## config.mk

```make
export PLATFORM = sky130hd
export DESIGN_NAME = cache_mem_arbiter
export DESIGN_NICKNAME = d
export VERILOG_FILES = /design/src/rtl/cache_mem_arbiter.sv
export SDC_FILE = /design/constraint.sdc
export NUM_CORES = 1
export LEC_CHECK = 0
export BUFFER_PORTS_ARGS = -buffer_cell sky130_fd_sc_hd__buf_2
export CORE_AREA = 2 2 114 116
export CTS_CLUSTER_DIAMETER = 60
export DETAILED_ROUTE_END_ITERATION = 12
export DIE_AREA = 0 0 116 118
export GPL_TIMING_DRIVEN = 0
export PLACE_DENSITY = 0.56
export SETUP_SLACK_MARGIN = 0.2
export SLEW_MARGIN = 20
export SYNTH_ARGS = -nofsm -noshare
export SYNTH_HDL_FRONTEND = slang
export SYNTH_SLANG_ARGS = --single-unit
export TNS_END_PERCENT = 5
```

## constraint.sdc

```tcl
create_clock -name clk -period 6 [get_ports clk]
set_input_delay 0 -clock clk [delete_from_list [all_inputs] [get_ports clk]]
set_output_delay 0 -clock clk [all_outputs]
set_load 0.03 [all_outputs]
```

## src/rtl/cache_mem_arbiter.sv

```systemverilog
// cache_mem_arbiter
// Shares one external memory bus between the instruction-cache refill port
// (iBus, reads only) and the data-cache port (dBus, reads and writes).
// Commands are arbitrated round-robin with a zero-cycle combinational path to
// the memory bus. A grant is held until the command fires. Reads then keep
// ownership until every response beat has been routed back to the owner.
// Only one transaction is outstanding at a time.
module cache_mem_arbiter (
  input  logic        clk,
  input  logic        reset,

  input  logic        io_iBus_cmd_valid,
  output logic        io_iBus_cmd_ready,
  input  logic [31:0] io_iBus_cmd_payload_address,
  input  logic [2:0]  io_iBus_cmd_payload_size,
  output logic        io_iBus_rsp_valid,
  output logic [31:0] io_iBus_rsp_payload_data,
  output logic        io_iBus_rsp_payload_error,

  input  logic        io_dBus_cmd_valid,
  output logic        io_dBus_cmd_ready,
  input  logic        io_dBus_cmd_payload_wr,
  input  logic [31:0] io_dBus_cmd_payload_address,
  input  logic [31:0] io_dBus_cmd_payload_data,
  input  logic [3:0]  io_dBus_cmd_payload_mask,
  input  logic [2:0]  io_dBus_cmd_payload_size,
  output logic        io_dBus_rsp_valid,
  output logic [31:0] io_dBus_rsp_payload_data,
  output logic        io_dBus_rsp_payload_error,

  output logic        io_mem_cmd_valid,
  input  logic        io_mem_cmd_ready,
  output logic        io_mem_cmd_payload_wr,
  output logic [31:0] io_mem_cmd_payload_address,
  output logic [31:0] io_mem_cmd_payload_data,
  output logic [3:0]  io_mem_cmd_payload_mask,
  output logic [2:0]  io_mem_cmd_payload_size,
  input  logic        io_mem_rsp_valid,
  input  logic [31:0] io_mem_rsp_payload_data,
  input  logic        io_mem_rsp_payload_error,

  output logic        io_busy,
  output logic        io_protocolError
);

  typedef enum logic [1:0] {
    IDLE   = 2'd0,
    LOCKED = 2'd1,
    RSP    = 2'd2
  } state_t;

  typedef enum logic {
    SRC_IBUS = 1'b0,
    SRC_DBUS = 1'b1
  } source_t;

  state_t     state;
  source_t    lastGrant;
  source_t    owner;
  logic [5:0] beatCnt;
  logic       busyReg;
  logic       protocolErrorReg;

  source_t    idleWinner;
  source_t    cmdSel;
  logic       cmdPhase;
  logic       selValid;
  logic       cmdFire;
  logic       rspBeat;

  // Number of response beats a read of the given size returns:
  // up to a word is one beat, larger reads are whole words.
  function automatic logic [5:0] beatsForSize(input logic [2:0] size);
    if (size <= 3'd2) begin
      return 6'd1;
    end
    return 6'd1 << (size - 3'd2);
  endfunction

  // Round-robin winner while idle and the source the command mux follows.
  always_comb begin
    // NOTE: every signal written here gets a value before any condition, so
    // no path leaves it unassigned and no latch is inferred.
    idleWinner = SRC_IBUS;
    if (io_dBus_cmd_valid && (!io_iBus_cmd_valid || lastGrant == SRC_IBUS)) begin
      idleWinner = SRC_DBUS;
    end
    cmdSel   = (state == LOCKED) ? owner : idleWinner;
    // NOTE: the handshake outputs are gated with reset so nothing can fire or
    // be delivered in the reset cycle, whatever state the registers hold.
    cmdPhase = !reset && (state != RSP);
    selValid = (cmdSel == SRC_DBUS) ? io_dBus_cmd_valid : io_iBus_cmd_valid;
  end

  // Command mux: the selected requester's payload drives the memory bus.
  always_comb begin
    io_mem_cmd_valid           = cmdPhase && selValid;
    io_iBus_cmd_ready          = cmdPhase && (cmdSel == SRC_IBUS) && io_mem_cmd_ready;
    io_dBus_cmd_ready          = cmdPhase && (cmdSel == SRC_DBUS) && io_mem_cmd_ready;
    io_mem_cmd_payload_wr      = 1'b0;
    io_mem_cmd_payload_address = io_iBus_cmd_payload_address;
    io_mem_cmd_payload_data    = 32'h0;
    io_mem_cmd_payload_mask    = 4'hF;
    io_mem_cmd_payload_size    = io_iBus_cmd_payload_size;
    if (cmdSel == SRC_DBUS) begin
      io_mem_cmd_payload_wr      = io_dBus_cmd_payload_wr;
      io_mem_cmd_payload_address = io_dBus_cmd_payload_address;
      io_mem_cmd_payload_data    = io_dBus_cmd_payload_data;
      io_mem_cmd_payload_mask    = io_dBus_cmd_payload_mask;
      io_mem_cmd_payload_size    = io_dBus_cmd_payload_size;
    end
    cmdFire = io_mem_cmd_valid && io_mem_cmd_ready;
  end

  // Response routing: data and error go to both ports, valid only to the owner.
  always_comb begin
    rspBeat                   = !reset && (state == RSP) && io_mem_rsp_valid;
    io_iBus_rsp_valid         = rspBeat && (owner == SRC_IBUS);
    io_dBus_rsp_valid         = rspBeat && (owner == SRC_DBUS);
    io_iBus_rsp_payload_data  = io_mem_rsp_payload_data;
    io_iBus_rsp_payload_error = io_mem_rsp_payload_error;
    io_dBus_rsp_payload_data  = io_mem_rsp_payload_data;
    io_dBus_rsp_payload_error = io_mem_rsp_payload_error;
  end

  assign io_busy          = busyReg;
  assign io_protocolError = protocolErrorReg;

  // Arbitration state machine with registered busy and sticky protocol error.
  always_ff @(posedge clk) begin
    // NOTE: state is updated with non-blocking assignments so every branch
    // below sees the values from before this clock edge.
    if (reset) begin
      state            <= IDLE;
      lastGrant        <= SRC_IBUS;
      owner            <= SRC_IBUS;
      beatCnt          <= 6'd0;
      busyReg          <= 1'b0;
      protocolErrorReg <= 1'b0;
    end else begin
      // A beat with no read outstanding is dropped and flagged until reset.
      if (io_mem_rsp_valid && state != RSP) begin
        protocolErrorReg <= 1'b1;
      end

      case (state)
        IDLE: begin
          if (io_mem_cmd_valid) begin
            owner <= cmdSel;
            if (cmdFire) begin
              lastGrant <= cmdSel;
              if (!io_mem_cmd_payload_wr) begin
                state   <= RSP;
                beatCnt <= beatsForSize(io_mem_cmd_payload_size);
                busyReg <= 1'b1;
              end
            end else begin
              state   <= LOCKED;
              busyReg <= 1'b1;
            end
          end
        end

        LOCKED: begin
          if (cmdFire) begin
            lastGrant <= owner;
            if (io_mem_cmd_payload_wr) begin
              state   <= IDLE;
              busyReg <= 1'b0;
            end else begin
              state   <= RSP;
              beatCnt <= beatsForSize(io_mem_cmd_payload_size);
            end
          end
        end

        RSP: begin
          if (rspBeat) begin
            beatCnt <= beatCnt - 6'd1;
            if (beatCnt == 6'd1) begin
              state   <= IDLE;
              busyReg <= 1'b0;
            end
          end
        end

        default: begin
          state   <= IDLE;
          busyReg <= 1'b0;
        end
      endcase
    end
  end

endmodule

```

======== Word-level counts from Yosys, hierarchy flattened ========
Cells that the tools add are included.
storage, ports and cells
  register bits ........................... 12
  input port bits ......................... 146
  output and inout bits ................... 145
  logic and storage cells ................. 96
cells by class
  $add $sub $neg .......................... 2
  magnitude comparators ................... 1
  equality and inequality tests ........... 13
  shift operators ......................... 1
  muxes and demuxes ....................... 46
  bitwise operators ....................... 3
  reductions and logical operators ........ 24
operator list
  operator                                                               count
  32-bit two-way mux                                                     2
  6-bit two-way mux                                                      9
  1-bit two-way mux                                                      22
  6-bit one-hot mux with 3 select lines                                  1
  2-bit inequality test, second input constant                           8
  2-bit two-way mux                                                      7
  1-bit logical AND                                                      13
  7-bit AND reduction                                                    1
  6-bit by 1-bit equality test with 1-bit output, second input constant  1
  2-bit one-hot mux with 3 select lines                                  1
  6-bit AND reduction                                                    1
  1-bit by 3-bit << shifter with 6-bit output, first input constant      1
  6-bit by 1-bit subtractor with 6-bit output, second input constant     1
  5-bit AND reduction                                                    1
  4-bit two-way mux                                                      1
  4-bit AND reduction                                                    1
  3-bit by 2-bit <= comparator with 1-bit output, second input constant  1
  3-bit two-way mux                                                      1
  3-bit inequality test, second input constant                           1
  1-bit NOT                                                              3
  1-bit one-hot mux with 3 select lines                                  1
  3-bit nonzero test                                                     1
  3-bit by 2-bit subtractor with 3-bit output, second input constant     1
  2-bit by 1-bit equality test with 1-bit output, second input constant  1
  8 further kinds                                                        9

======== Depth between registers and ports, before layout ========
  depth after elaboration ................. 18
  depth in mapped cells ................... 10
  gate-level depth less buffers ........... 9

======== Least setup slack after synthesis ========
No wires, ideal clock.
  path kind ............................... reg-to-reg
  start ................................... register state[1]
  end ..................................... register beatCnt[5]
  library setup time ...................... 0.086 ns
  data arrival time ....................... 2.217 ns
  required time ........................... 5.914 ns
  path slack .............................. 3.698 ns
  cell stages (with the launch flop) ...... 10
  path buffers ............................ 2
  clock period less this slack ............ 2.302 ns
  path through ............................ dfxtp_1 nand2b_2 mux2i_4 buf_4 buf_4 mux2i_1 ha_1 nor2_1 a22oi_1 a211oi_1
on the way
  word-level cells in the longest chain between the ends .. 15
  elaborated cells between the ends (all ways) .. 40
  classes of those cells .................. 1 x add/sub; 1 x order compare; 9 x eq/ne; 1 x shift; 20 x mux; 8 x reduce/logical
ends and longest elaborated chain
  what                                            line      text
  from (decl)                                     57        state_t state;
  from (signal assigned)                          134       state <= IDLE;
  from (signal assigned)                          153       state <= RSP;
  from (signal assigned)                          158       state <= LOCKED;
  2-bit by 1-bit equality test with 1-bit output  88, 146
  1-bit two-way mux                               88        cmdSel = (state == LOCKED) ? owner : idleWinner;
  3-bit two-way mux                               105       if (cmdSel == SRC_DBUS) begin
  3-bit by 2-bit <= comparator with 1-bit output  74        if (size <= 3'd2) begin
  1-bit two-way mux                               74
  1-bit two-way mux                               152, 167
  1-bit two-way mux                               150, 165
  1-bit two-way mux                               148       if (io_mem_cmd_valid) begin
  1-bit two-way mux                               146       case (state)
  1-bit two-way mux                               133       if (reset) begin
  6-bit two-way mux                               77        return 6'd1 << (size - 3'd2);
  6-bit two-way mux                               152       if (!io_mem_cmd_payload_wr) begin
  6-bit two-way mux                               150       if (cmdFire) begin
  6-bit two-way mux                               148
  6-bit one-hot mux with 3 select lines           146
  to (signal assigned)                            154       beatCnt <= beatsForSize(io_mem_cmd_payload_size);
  to (signal assigned)                            172       beatCnt <= beatsForSize(io_mem_cmd_payload_size);
  to (signal assigned)                            179       beatCnt <= beatCnt - 6'd1;
  to (decl)                                       60        logic [5:0] beatCnt;
Parallel ways exist; a longest one is shown, timed or not. The select of a mux whose other input is x is not followed.
A chain may end at the register's enable or synchronous reset.

======== Final worst setup path ========
Ends and elaborated chain as after synthesis.

==> results.md <==
- Status: completed
- Syn_nets: 424
- Avg Cell Area, Syn: between 8 and 9 sq um
- Gr ovfl total: 0
- Dominant cells by area after synthesis: buf_4, mux2_1, dfxtp_1
- VDD IR max: 176.7 uV
- Largest net degree at the start of global routing: 11
- Worst-Margin Slew: 0.6723 ns
- I/O Pins: 291
- Comb pwr share: 0.669
- Register area: 240.2 sq um
- Reg clk slew, reported paths: 0.05 ns
- Worst-path fanout max: 10
- First-pass GRT wire length: about 14 mm
- Rows: 41
- Number of synthesized flops with an enable pin: 0
- Max Freq: 337.0 MHz
- Final period util: 0.4946
- Setup TNS: 0 ns
- Final std cells w/o fill: 708
- Tot GR Track Use: 0.1316
- Power Density: 184.3 nW/um^2
- Mean number of vias per cell: 4.013
- Type of the tightest min-delay check: in2reg
- Power Total: 702.9 uW
- Netlist cell types: a little over 50
- Post-route cell area: approximately 3800 sq um
- # setup viols final: 0
- Sw frac: 0.4819
- Drt total wl: 10.16 mm
- Final min period: 2.967 ns
- DRC: 0
- Pleak: 2.047 nW
- YS warnings: 0
- Initial Util: 0.1791
- Hold_buf cts: 0
- Clock buffer depth: 2
- Register area share after synthesis: 0.1080
- RSZ-0062 raised after global routing: false
- DRT iter0 DRCs: 140
- Slew headroom: 0.5509
- Die area: 13,690 sq um
- Fill cells: 1,398
- Area of the multi-input gates: 1370 sq um
- Crit path kind: reg2reg
- Initial antenna violation count: 0
- Core ar.: 12,410 sq um
- Worst setup SP type: flip-flop
- Seq pwr share: 0.136
- Placer Congestion: between 0.8 and 0.9
- Clk pwr share: 0.195
- CTS root buf: clkbuf_16
- Worst path arrival time: 3.12 ns
- Post-CTS Setup Bufs: 0
- Asr flop ratio synth: 0
- Area Overhead vs Synth: 71.53%
- Yosys top cell by area: buf_4
- Most common cell after layout, fill and taps aside: buf_2
- Critical Path End Type: flip-flop
- Hold Vio Cnt, Final: 0
- Syn Inst Count: around 280
- Commonest cells after routing, fill and taps aside: buf_2, buf_4, nor2b_1, mux2_1, nor2_1
- Vias in the first global route: 2,746
- Post-Syn Area: 2223 sq um
- CTS tree: built
- Maxcap violations: 0
- Switching power total: 338.7 uW
- Layout cells sized above 1: 0.6679
- TritonCTS Buffers: 3
- Yosys reg bits: 12
- Die height: 118 microns
- Fin. max-slew vios: 0
- Placed Area: 3725 sq um
- # placed instances: 704
- Buffers added on ports: 257
- Hold_ws: 0.02415 ns
- Yosys top cell area share: 0.2431
- Clk sink count: 12
- CTS-repair resized insts: 0
- Final Net Count: 686
- Clock skew: 0.001055 ns
- Power Internal: 364.2 uW
- Post-DP HPWL: 9.010 mm
- Routed Antenna Nets: 0
- DR WL/cell: 14.36 microns
- Predominant post-synthesis flop cell: dfxtp_1
- CTS H-Tree Depth: 1
- Ant diodes: 0
- Die X: roughly 120 microns
- Req. time, crit path: 6.15 ns
- Skew-Pair Late Insertion Delay: about 0.24 ns
- First-pass detailed-route iteration total: 4
- Via Count: 2,841
-- metrics by stage --
| step | utilization | setup slack [ns] |
|---|---|---|
| global placement | 0.3000 | 3.090 |
| CTS | 0.3072 | 3.013 |
| detailed placement | 0.3000 | 3.020 |
| global route | 0.3072 | 2.858 |
| floorplan | - | 3.698 |
| finish | 0.3072 | 3.033 |
-- critical path, stage by stage (launching register included) --
cell and delay [ns]:
dfxtp_1 0.38, nand2b_2 0.20, mux2i_4 0.37, buf_4 0.27, buf_4 0.21, mux2i_1 0.45
ha_1 0.36, nor2_1 0.24, a22oi_1 0.13, a211oi_1 0.26
-- flip-flops by register name (all words and copies together), names as in the netlist --
register	count
state	2
io_busy	1
io_protocolError	1
beatCnt	6
lastGrant	1
owner	1
-- power groups by stage --
stage	logic, mW	registers, mW	clock network [mW]
finish	0.470	0.0958	0.137
CTS	0.474	0.0959	0.139
global placement	0.469	0.0972	0
global route	0.497	0.0971	0.144
floorplan	0.323	0.0997	0
detailed placement	0.471	0.0975	0
-- worst paths after layout --
kind,from,endpoint,slack [ns],cells past startpoint
setup / recovery,state[1],beatCnt[5],3.03,9
hold / removal,io_mem_rsp_valid,io_protocolError,0.02,3
setup reg to reg,state[1],beatCnt[5],3.03,9
hold reg to reg,io_busy,io_busy,0.47,2
-- area by class of cell --
class / instances / share of cell area
multi-input cells: 175 / 0.3593
well taps: 172 / 0.05643
flip-flops and latches: 12 / 0.06299
plain buffers: 78 / 0.1509
clock buffers: 4 / 0.02329
repair buffers: 257 / 0.3373
inverters: 10 / 0.009843
-- logic make-up after synthesis --
logic type / Yosys count / share of synthesized area
AND/OR/NAND/NOR: 90 / 0.2302
flip-flops: 12 / 0.1080
adder cells (fa/ha/maj): 3 / 0.01688
AO/OA/AOI/OAI: 40 / 0.1548
buffers and inverters: 88 / 0.2757
multiplexers: 41 / 0.2105
XOR/XNOR: 1 / 0.003940
-- synthesized netlist by cell type, types with 4 or more instances --
master / count
a21oi_1: 9
a31oi_1: 5
buf_2: 4
buf_4: 72
dfxtp_1: 12
inv_1: 9
mux2_1: 32
mux2_2: 4
mux2i_1: 4
nand2_1: 11
nand2b_1: 11
nor2_1: 14
nor2b_1: 35
nor3_1: 4
-- per-layer routing --
metal,global-route usage,wire [microns]
met1,0.1570,4078
met4,0.02530,176
met5,0,0
met2,0.2412,5061
met3,0.02575,847
No activity file was read; power rests on OpenSTA's default activity.
